**config.mk**
```make
export PLATFORM = sky130hd
export DESIGN_NAME = mul_clamp_controller
export DESIGN_NICKNAME = d
export VERILOG_FILES = /design/src/rtl/mul_clamp_controller_pkg.sv /design/src/rtl/mul_clamp_controller_iter_counter.sv /design/src/rtl/mul_clamp_controller.sv
export SDC_FILE = /design/constraint.sdc
export NUM_CORES = 1
export LEC_CHECK = 0
export BUFFER_PORTS_ARGS = -buffer_cell sky130_fd_sc_hd__buf_2
export CAP_MARGIN = 20
export CORE_MARGIN = 2
export CORE_UTILIZATION = 34
export CTS_CLUSTER_SIZE = 12
export DETAILED_ROUTE_END_ITERATION = 7
export GPL_TIMING_DRIVEN = 0
export HOLD_SLACK_MARGIN = 0.12
export SYNTH_ARGS = -nofsm -noshare
export SYNTH_HDL_FRONTEND = slang
export SYNTH_HIERARCHICAL = 1
export SYNTH_SLANG_ARGS = --single-unit
```
**constraint.sdc**
```tcl
create_clock -name clk -period 2.2 [get_ports clk]
set_clock_uncertainty 0.2 [all_clocks]
set_input_delay 0.11 -clock clk [delete_from_list [all_inputs] [get_ports clk]]
set_output_delay 0.11 -clock clk [all_outputs]
set_load 0.02 [all_outputs]
```
**src/rtl/mul_clamp_controller_pkg.sv**
```systemverilog
// Shared types and defaults for the multiply-and-clamp controller.
// Holds the FSM state encoding and the iteration-limit default.
package mul_clamp_controller_pkg;

  typedef enum logic [2:0] {
    IDLE,
    LOAD,
    RUN,
    FINISH,
    SAT,
    ERR,
    DONE
  } state_t;

  localparam int N_DEF = 8;

  function automatic int max_iter_def(input int w);
    return (1 << w) - 1;
  endfunction

endpackage

```
**src/rtl/mul_clamp_controller_iter_counter.sv**
```systemverilog
// Iteration counter for the multiply-and-clamp controller.
// Clears on LOAD, increments per RUN cycle, flags the iteration limit.
module iter_counter #(
  parameter int n        = 8,
  parameter int MAX_ITER = 255
) (
  input  logic         clk,
  input  logic         reset,
  input  logic         clr,
  input  logic         inc,
  output logic [n-1:0] count,
  output logic         tc
);

  localparam logic [n-1:0] LIMIT = n'(MAX_ITER);

  always_ff @(posedge clk) begin
    if (reset) begin
      count <= '0;
    end else if (clr) begin
      count <= '0;
    end else if (inc) begin
      count <= count + 1'b1;
    end
  end

  assign tc = (count == LIMIT);

endmodule

```
**src/rtl/mul_clamp_controller.sv**
```systemverilog
// Control FSM for a multiply-and-clamp datapath.
// Sequences load, iterate, clamp/finish/abort and reports status.
module mul_clamp_controller
  import mul_clamp_controller_pkg::*;
#(
  parameter int n        = N_DEF,
  parameter int MAX_ITER = max_iter_def(n)
) (
  input  logic         clk,
  input  logic         reset,
  input  logic         start,
  input  logic         cmp_res,
  input  logic         nor_res,
  output logic         reset_regs,
  output logic         sel_r1,
  output logic         sel_r5,
  output logic         en,
  output logic         busy,
  output logic         done,
  output logic         sat,
  output logic         err,
  output logic [n-1:0] iter_cnt
);

  state_t state;
  state_t nxt;
  logic   clr;
  logic   inc;
  logic   tc;

  iter_counter #(
    .n        (n),
    .MAX_ITER (MAX_ITER)
  ) u_iter (
    .clk   (clk),
    .reset (reset),
    .clr   (clr),
    .inc   (inc),
    .count (iter_cnt),
    .tc    (tc)
  );

  always_ff @(posedge clk) begin
    if (reset) begin
      state <= IDLE;
    end else begin
      state <= nxt;
    end
  end

  // Status flags are captured in the one-cycle outcome states
  // and stay put until the next operation is loaded.
  always_ff @(posedge clk) begin
    if (reset) begin
      sat <= 1'b0;
      err <= 1'b0;
    end else begin
      case (state)
        LOAD, FINISH: begin
          sat <= 1'b0;
          err <= 1'b0;
        end
        SAT: begin
          sat <= 1'b1;
          err <= 1'b0;
        end
        ERR: begin
          sat <= 1'b0;
          err <= 1'b1;
        end
        default: ;
      endcase
    end
  end

  always_comb begin
    nxt        = state;
    reset_regs = 1'b1;
    sel_r1     = 1'b0;
    sel_r5     = 1'b1;
    en         = 1'b0;
    done       = 1'b0;
    clr        = 1'b0;
    inc        = 1'b0;
    case (state)
      IDLE: begin
        if (start) nxt = LOAD;
      end
      LOAD: begin
        reset_regs = 1'b0;
        clr        = 1'b1;
        nxt        = RUN;
      end
      RUN: begin
        sel_r1 = 1'b1;
        if (cmp_res) begin
          nxt = SAT;
        end else if (nor_res) begin
          nxt = FINISH;
        end else if (tc) begin
          nxt = ERR;
        end else begin
          en  = 1'b1;
          inc = 1'b1;
        end
      end
      FINISH: nxt = DONE;
      SAT: begin
        sel_r5 = 1'b0;
        nxt    = DONE;
      end
      ERR: begin
        sel_r5 = 1'b0;
        nxt    = DONE;
      end
      DONE: begin
        done = 1'b1;
        nxt  = IDLE;
      end
      default: nxt = IDLE;
    endcase
  end

  assign busy = (state != IDLE);

endmodule

```
Word-level counts from Yosys, hierarchy flattened
Index checks and enable logic that the tools add are counted.
{"block": "word_totals", "reg_bits": 13}
{"block": "op_classes", "add_sub_neg": 1, "reduce_logical": 10, "n_mux": 16, "n_eq_ne": 9}
{"cell": "3-bit two-way mux", "n": 4}
{"cell": "3-bit one-hot mux with 4 select lines", "n": 1}
{"cell": "3-bit equality test (second input constant)", "n": 3}
{"cell": "1-bit two-way mux", "n": 9}
{"cell": "3-bit OR reduction", "n": 3}
{"cell": "8-bit by 1-bit adder with 8-bit output (second input constant)", "n": 1}
{"cell": "8-bit equality test (second input constant)", "n": 1}
{"cell": "3-bit by 2-bit equality test with 1-bit output (second input constant)", "n": 2}
{"cell": "4-bit != test (second input constant)", "n": 1}
{"cell": "1-bit one-hot mux with 2 select lines", "n": 2}
{"cell": "2-bit nonzero test", "n": 2}
{"cell": "2-bit OR reduction", "n": 2}
{"cell": "3-bit by 1-bit equality test with 1-bit output (second input constant)", "n": 1}
{"cell": "3-bit logical NOT", "n": 1}
{"cell": "3-bit nonzero test", "n": 1}
{"cell": "2-bit != test (second input constant)", "n": 1}
{"cell": "2-bit AND reduction", "n": 1}

Longest topological paths before layout
{"block": "depth", "word_depth": 5, "ltp_mapped": 9}

Cells and area by module
Netlist, hierarchy kept.
{"mod": "iter_counter", "seq_area_each_um2": 160.2, "n_inst": 1, "cells_per_inst": 40, "area_each_um2": 354.1}
{"mod": "mul_clamp_controller", "seq_area_each_um2": 100.1, "n_inst": 1, "cells_per_inst": 35, "area_each_um2": 302.8}

Worst setup path before layout
No wires, ideal clock.
{"block": "synth_path", "path_kind": "reg2reg", "start": "register u_iter.count[0]", "end": "register u_iter.count[7]", "setup_ns": 0.070, "path_stages_with_launch": 10, "period_less_slack_ns": 2.124, "setup_slack_ns": 0.076, "t_arrival_ns": 1.854, "required_ns": 1.930, "path_cell_list": "dfxtp_1 ha_1 nand3_1 nor2_1 nor3_1 and3_4 buf_2 nand4_1 or3_1 a21oi_1"}
{"block": "synth_between", "elab_chain_len": 5, "elab_cells_between_ends": 6}
{"element": "start, declared", "line_no": "mul_clamp_controller_iter_counter.sv:11", "rtl": "output logic [n-1:0] count,"}
{"element": "start signal, assigned", "line_no": "mul_clamp_controller_iter_counter.sv:23", "rtl": "count <= count + 1'b1;"}
{"element": "8-bit equality test", "line_no": "mul_clamp_controller_iter_counter.sv:27", "rtl": "assign tc = (count == LIMIT);"}
{"element": "via tc", "line_no": "mul_clamp_controller.sv:29", "rtl": "logic tc;"}
{"element": "1-bit two-way mux (4 in series)"}
{"element": "via en", "line_no": "mul_clamp_controller.sv:17", "rtl": "output logic en,"}
The timed path passes the listed nets, and every way through them passes these cells.
A chain may end at the register's enable or synchronous reset.

Final worst setup path
{"block": "layout_path", "start": "register u_iter.count[0]", "end": "register u_iter.count[7]"}
{"block": "layout_between", "elab_chain_len": 5, "elab_cells_between_ends": 6}
{"element": "8-bit equality test", "line_no": "mul_clamp_controller_iter_counter.sv:27"}
{"element": "via tc", "line_no": "mul_clamp_controller.sv:29"}
{"element": "1-bit two-way mux", "line_no": "mul_clamp_controller.sv:100", "rtl": "end else if (tc) begin"}
{"element": "1-bit two-way mux", "line_no": "mul_clamp_controller.sv:98", "rtl": "end else if (nor_res) begin"}
{"element": "1-bit two-way mux", "line_no": "mul_clamp_controller.sv:96", "rtl": "if (cmp_res) begin"}
{"element": "1-bit two-way mux", "line_no": "mul_clamp_controller.sv:85", "rtl": "case (state)"}
The timed path passes the listed nets, and every way through them passes these cells.

==> summary.txt <==
Cells and area
  • Share of post-route cells with drive strength above 1: 41.0%
  • Post-layout util: 51.2%
  • Area growth syn-to-layout: 37.5%
  • Register area: 264 sq um
  • Layout Nets: 112
  • Area of the multi-input gates: 384 sq um
  • Final instance area: 903 sq um
  • Antenna Cells: 0
  • Fill cells: 200

STA
  • # setup viols final: 0
  • RSZ-0062 raised after global routing: no
  • Fmax: 485 MHz
  • Relative slew slack: 75.3%
  • Clock period minus worst slack: 2060 ps
  • Final hold violations: 0
  • Max-slew violations: 0
  • Least-Margin Pin Slew: 371 ps
  • Final period util: 93.7%
  • Setup TNS: 0 ps

Worst setup path
  • Critical Path AT: 2070 ps
  • Critical Path Sink Type: register
  • Reg2reg path depth: 9
  • Worst endpoint required time: 2210 ps
  • CP Class: reg -> reg
  • Critical Path Fanout Max: 7
  • Setup crit start kind: register

Synthesis
  • Part of the Yosys area used for sequential elements: 39.6%
  • Yosys warns: 6
  • Syn_nets: 81
  • Top_reg_cell synth: dfxtp_1
  • Mapped Avg Cell Area: 8.76 sq um
  • Post-synth EDFFs: 0
  • Adder-cell share of the synthesized area: 1.90%
  • Synth Cell Area: 657 sq um
  • Most frequent cell after synthesis: dfxtp_1
  • Top area cells in the synthesized netlist: dfxtp_1, nor2_1, xor2_1, nand2b_1, a21oi_1
  • Most frequent cells after synthesis: dfxtp_1, nor2_1, a21oi_1, nand2b_1
  • Synth unique cells: 33
  • Top-area cell type share of the netlist area: 39.6%
  • Cells after Synth: 75
  • Post-Synth XOR/XNOR Area: 5.33%
  • Largest area contributor in the netlist: dfxtp_1
  • Multiplexer area fraction after synthesis: 3.24%
  • Flops & latches, synth: 13
  • Post-synthesis simple-gate area fraction: 32.4%
  • Largest family of logic cells by synthesized area: simple AND/OR/NAND/NOR gates
  • Compound-gate portion of the synthesized area: 12.8%
  • FFs w/ async S/R, synth: 0%

Pwr
  • Leak: 0.391 nW
  • Gate power share: 31.4%
  • Clock power share: 24.5%
  • PwrDens: 672 nW/um^2
  • Register share of total power: 44.1%
  • Switch Pwr: 0.200 mW
  • Sw Share: 32.9%
  • Internal power: 0.407 mW
  • Max IR drop VDD: 0.335 mV

Global routing
  • Total gr overflow: 0
  • Initial antenna violation count: 0
  • First-pass GRT wire length: 2180 um
  • Vias in the first global route: 557
  • GRT Total Usage: 13.7%
  • Largest net degree at the start of global routing: 11

Hold path
  • Worst hold stages: 2
  • Hold Path Class: reg -> reg

Die
  • Initial Util: 37.2%
  • Number of placement rows: 15
  • Core area: 1760 sq um
  • I/O pins: 21
  • Die Wd: 48.0 um
  • DIE HEIGHT: 48.0 um
  • Die area: 2300 sq um

Status
  • Outcome: completed

Place
  • Placer Congestion: 0.759
  • Detail Placement HPWL: 987 um
  • Post-DP Area: 788 sq um
  • IO buf count: 20

Route
  • Wire length per cell: 11.1 um
  • Initial drt markers: 8
  • Routed WL: 1440 um
  • Via count: 628
  • TritonRoute pass-1 iters: 4
  • Via-to-Cell Ratio: 4.83
  • Drt drc: 0
  • ANT nets after route: 0

Clock network
  • Total CTS buffers: 3
  • TritonCTS clock tree: done
  • Clock Latency Late Sink: 270 ps
  • Postcts setup bufs: 0
  • Worst-path clk slew: 80 ps
  • Root Driver: clkbuf_4
  • H-tree level count: 1
  • CTS Buffer Depth: 2
  • # clock sinks: 13

Run
  • Max-Cap Viols: 0
==> worst max-delay path, cell delays in order, from the launching register on <==
cell and delay, ps:
dfxtp_2 360, ha_2 210, nand3_1 100, nor2_2 50, nor3_2 170, and3_4 220
buf_6 130, nand4_1 100, or3_4 360, a21oi_2 110
==> metrics by stage <==
step | setup slack, ps | hold WS [ps] | power [mW] | std cells
after CTS | 43.7 | 320 | 0.615 | 130
after global placement | 95.8 | 141 | 0.446 | 120
after global routing | 4.76 | 352 | 0.645 | 130
final | 138 | 313 | 0.608 | 130
after detailed placement | 46.4 | 143 | 0.447 | 120
after floorplan | 76.0 | -17.6 | 0.401 | 75
==> metal layers <==
layer	vias up	GRT usage (%)	part of all wire (%)
li1	324	-	-
met1	284	14.2	44
met2	18	25.1	49
met3	2	6.79	6.7
met4	0	2.16	0.56
met5	-	0	0
==> path summary, 6_finish.rpt <==
kind,startpoint,slack (ps),to
hold reg to reg,sat,310,sat
setup reg to reg,u_iter/count[0],140,u_iter/count[7]
hold / removal,sat,310,sat
setup / recovery,u_iter/count[0],140,u_iter/count[7]
==> power by group through the flow <==
stage	Sequential [mW]	Combinational, mW	Clock [mW]
2_1_floorplan	0.274	0.128	0
3_3_place_gp	0.273	0.172	0
3_5_place_dp	0.273	0.174	0
4_1_cts	0.268	0.190	0.158
5_1_grt	0.270	0.212	0.164
6_report	0.268	0.191	0.149
==> final cells by class <==
class | count | share of cell area (%)
buffer | 4 | 3.32
clock buffer | 4 | 2.91
inverter | 2 | 0.831
multi-input combinational | 56 | 42.5
sequential | 13 | 29.2
tap | 25 | 3.46
timing repair buffer | 26 | 17.7
==> layout by cell type, fill, tap and decap left out, types with 4 or more instances in the layout <==
cell	instances
buf_2	20
dfxtp_1	10
nor2_1	7
dlygate4sd3_1	6
nand2b_1	4
==> sequential cells by signal (all words and copies together) (netlist names) <==
name,count
sat,1
state,3
err,1
u_iter/count,8
==> timing repair <==
action,4_1_cts,5_1_grt
gates resized for setup,0,11
setup endpoints to repair,0,5
hold endpoints to repair,5,0
hold buffers,6,0
==> kinds of logic (layout without fill, tap and decap cells) <==
family          count (synthesis)  in the layout
flops                          13             13
compound gates                 12             12
simple gates                   37             37
xor+xnor                        4              4
buf+inv                         6             36
fa+ha+maj                       1              1
mux                             2              2
No activity file was read; power rests on OpenSTA's default activity.
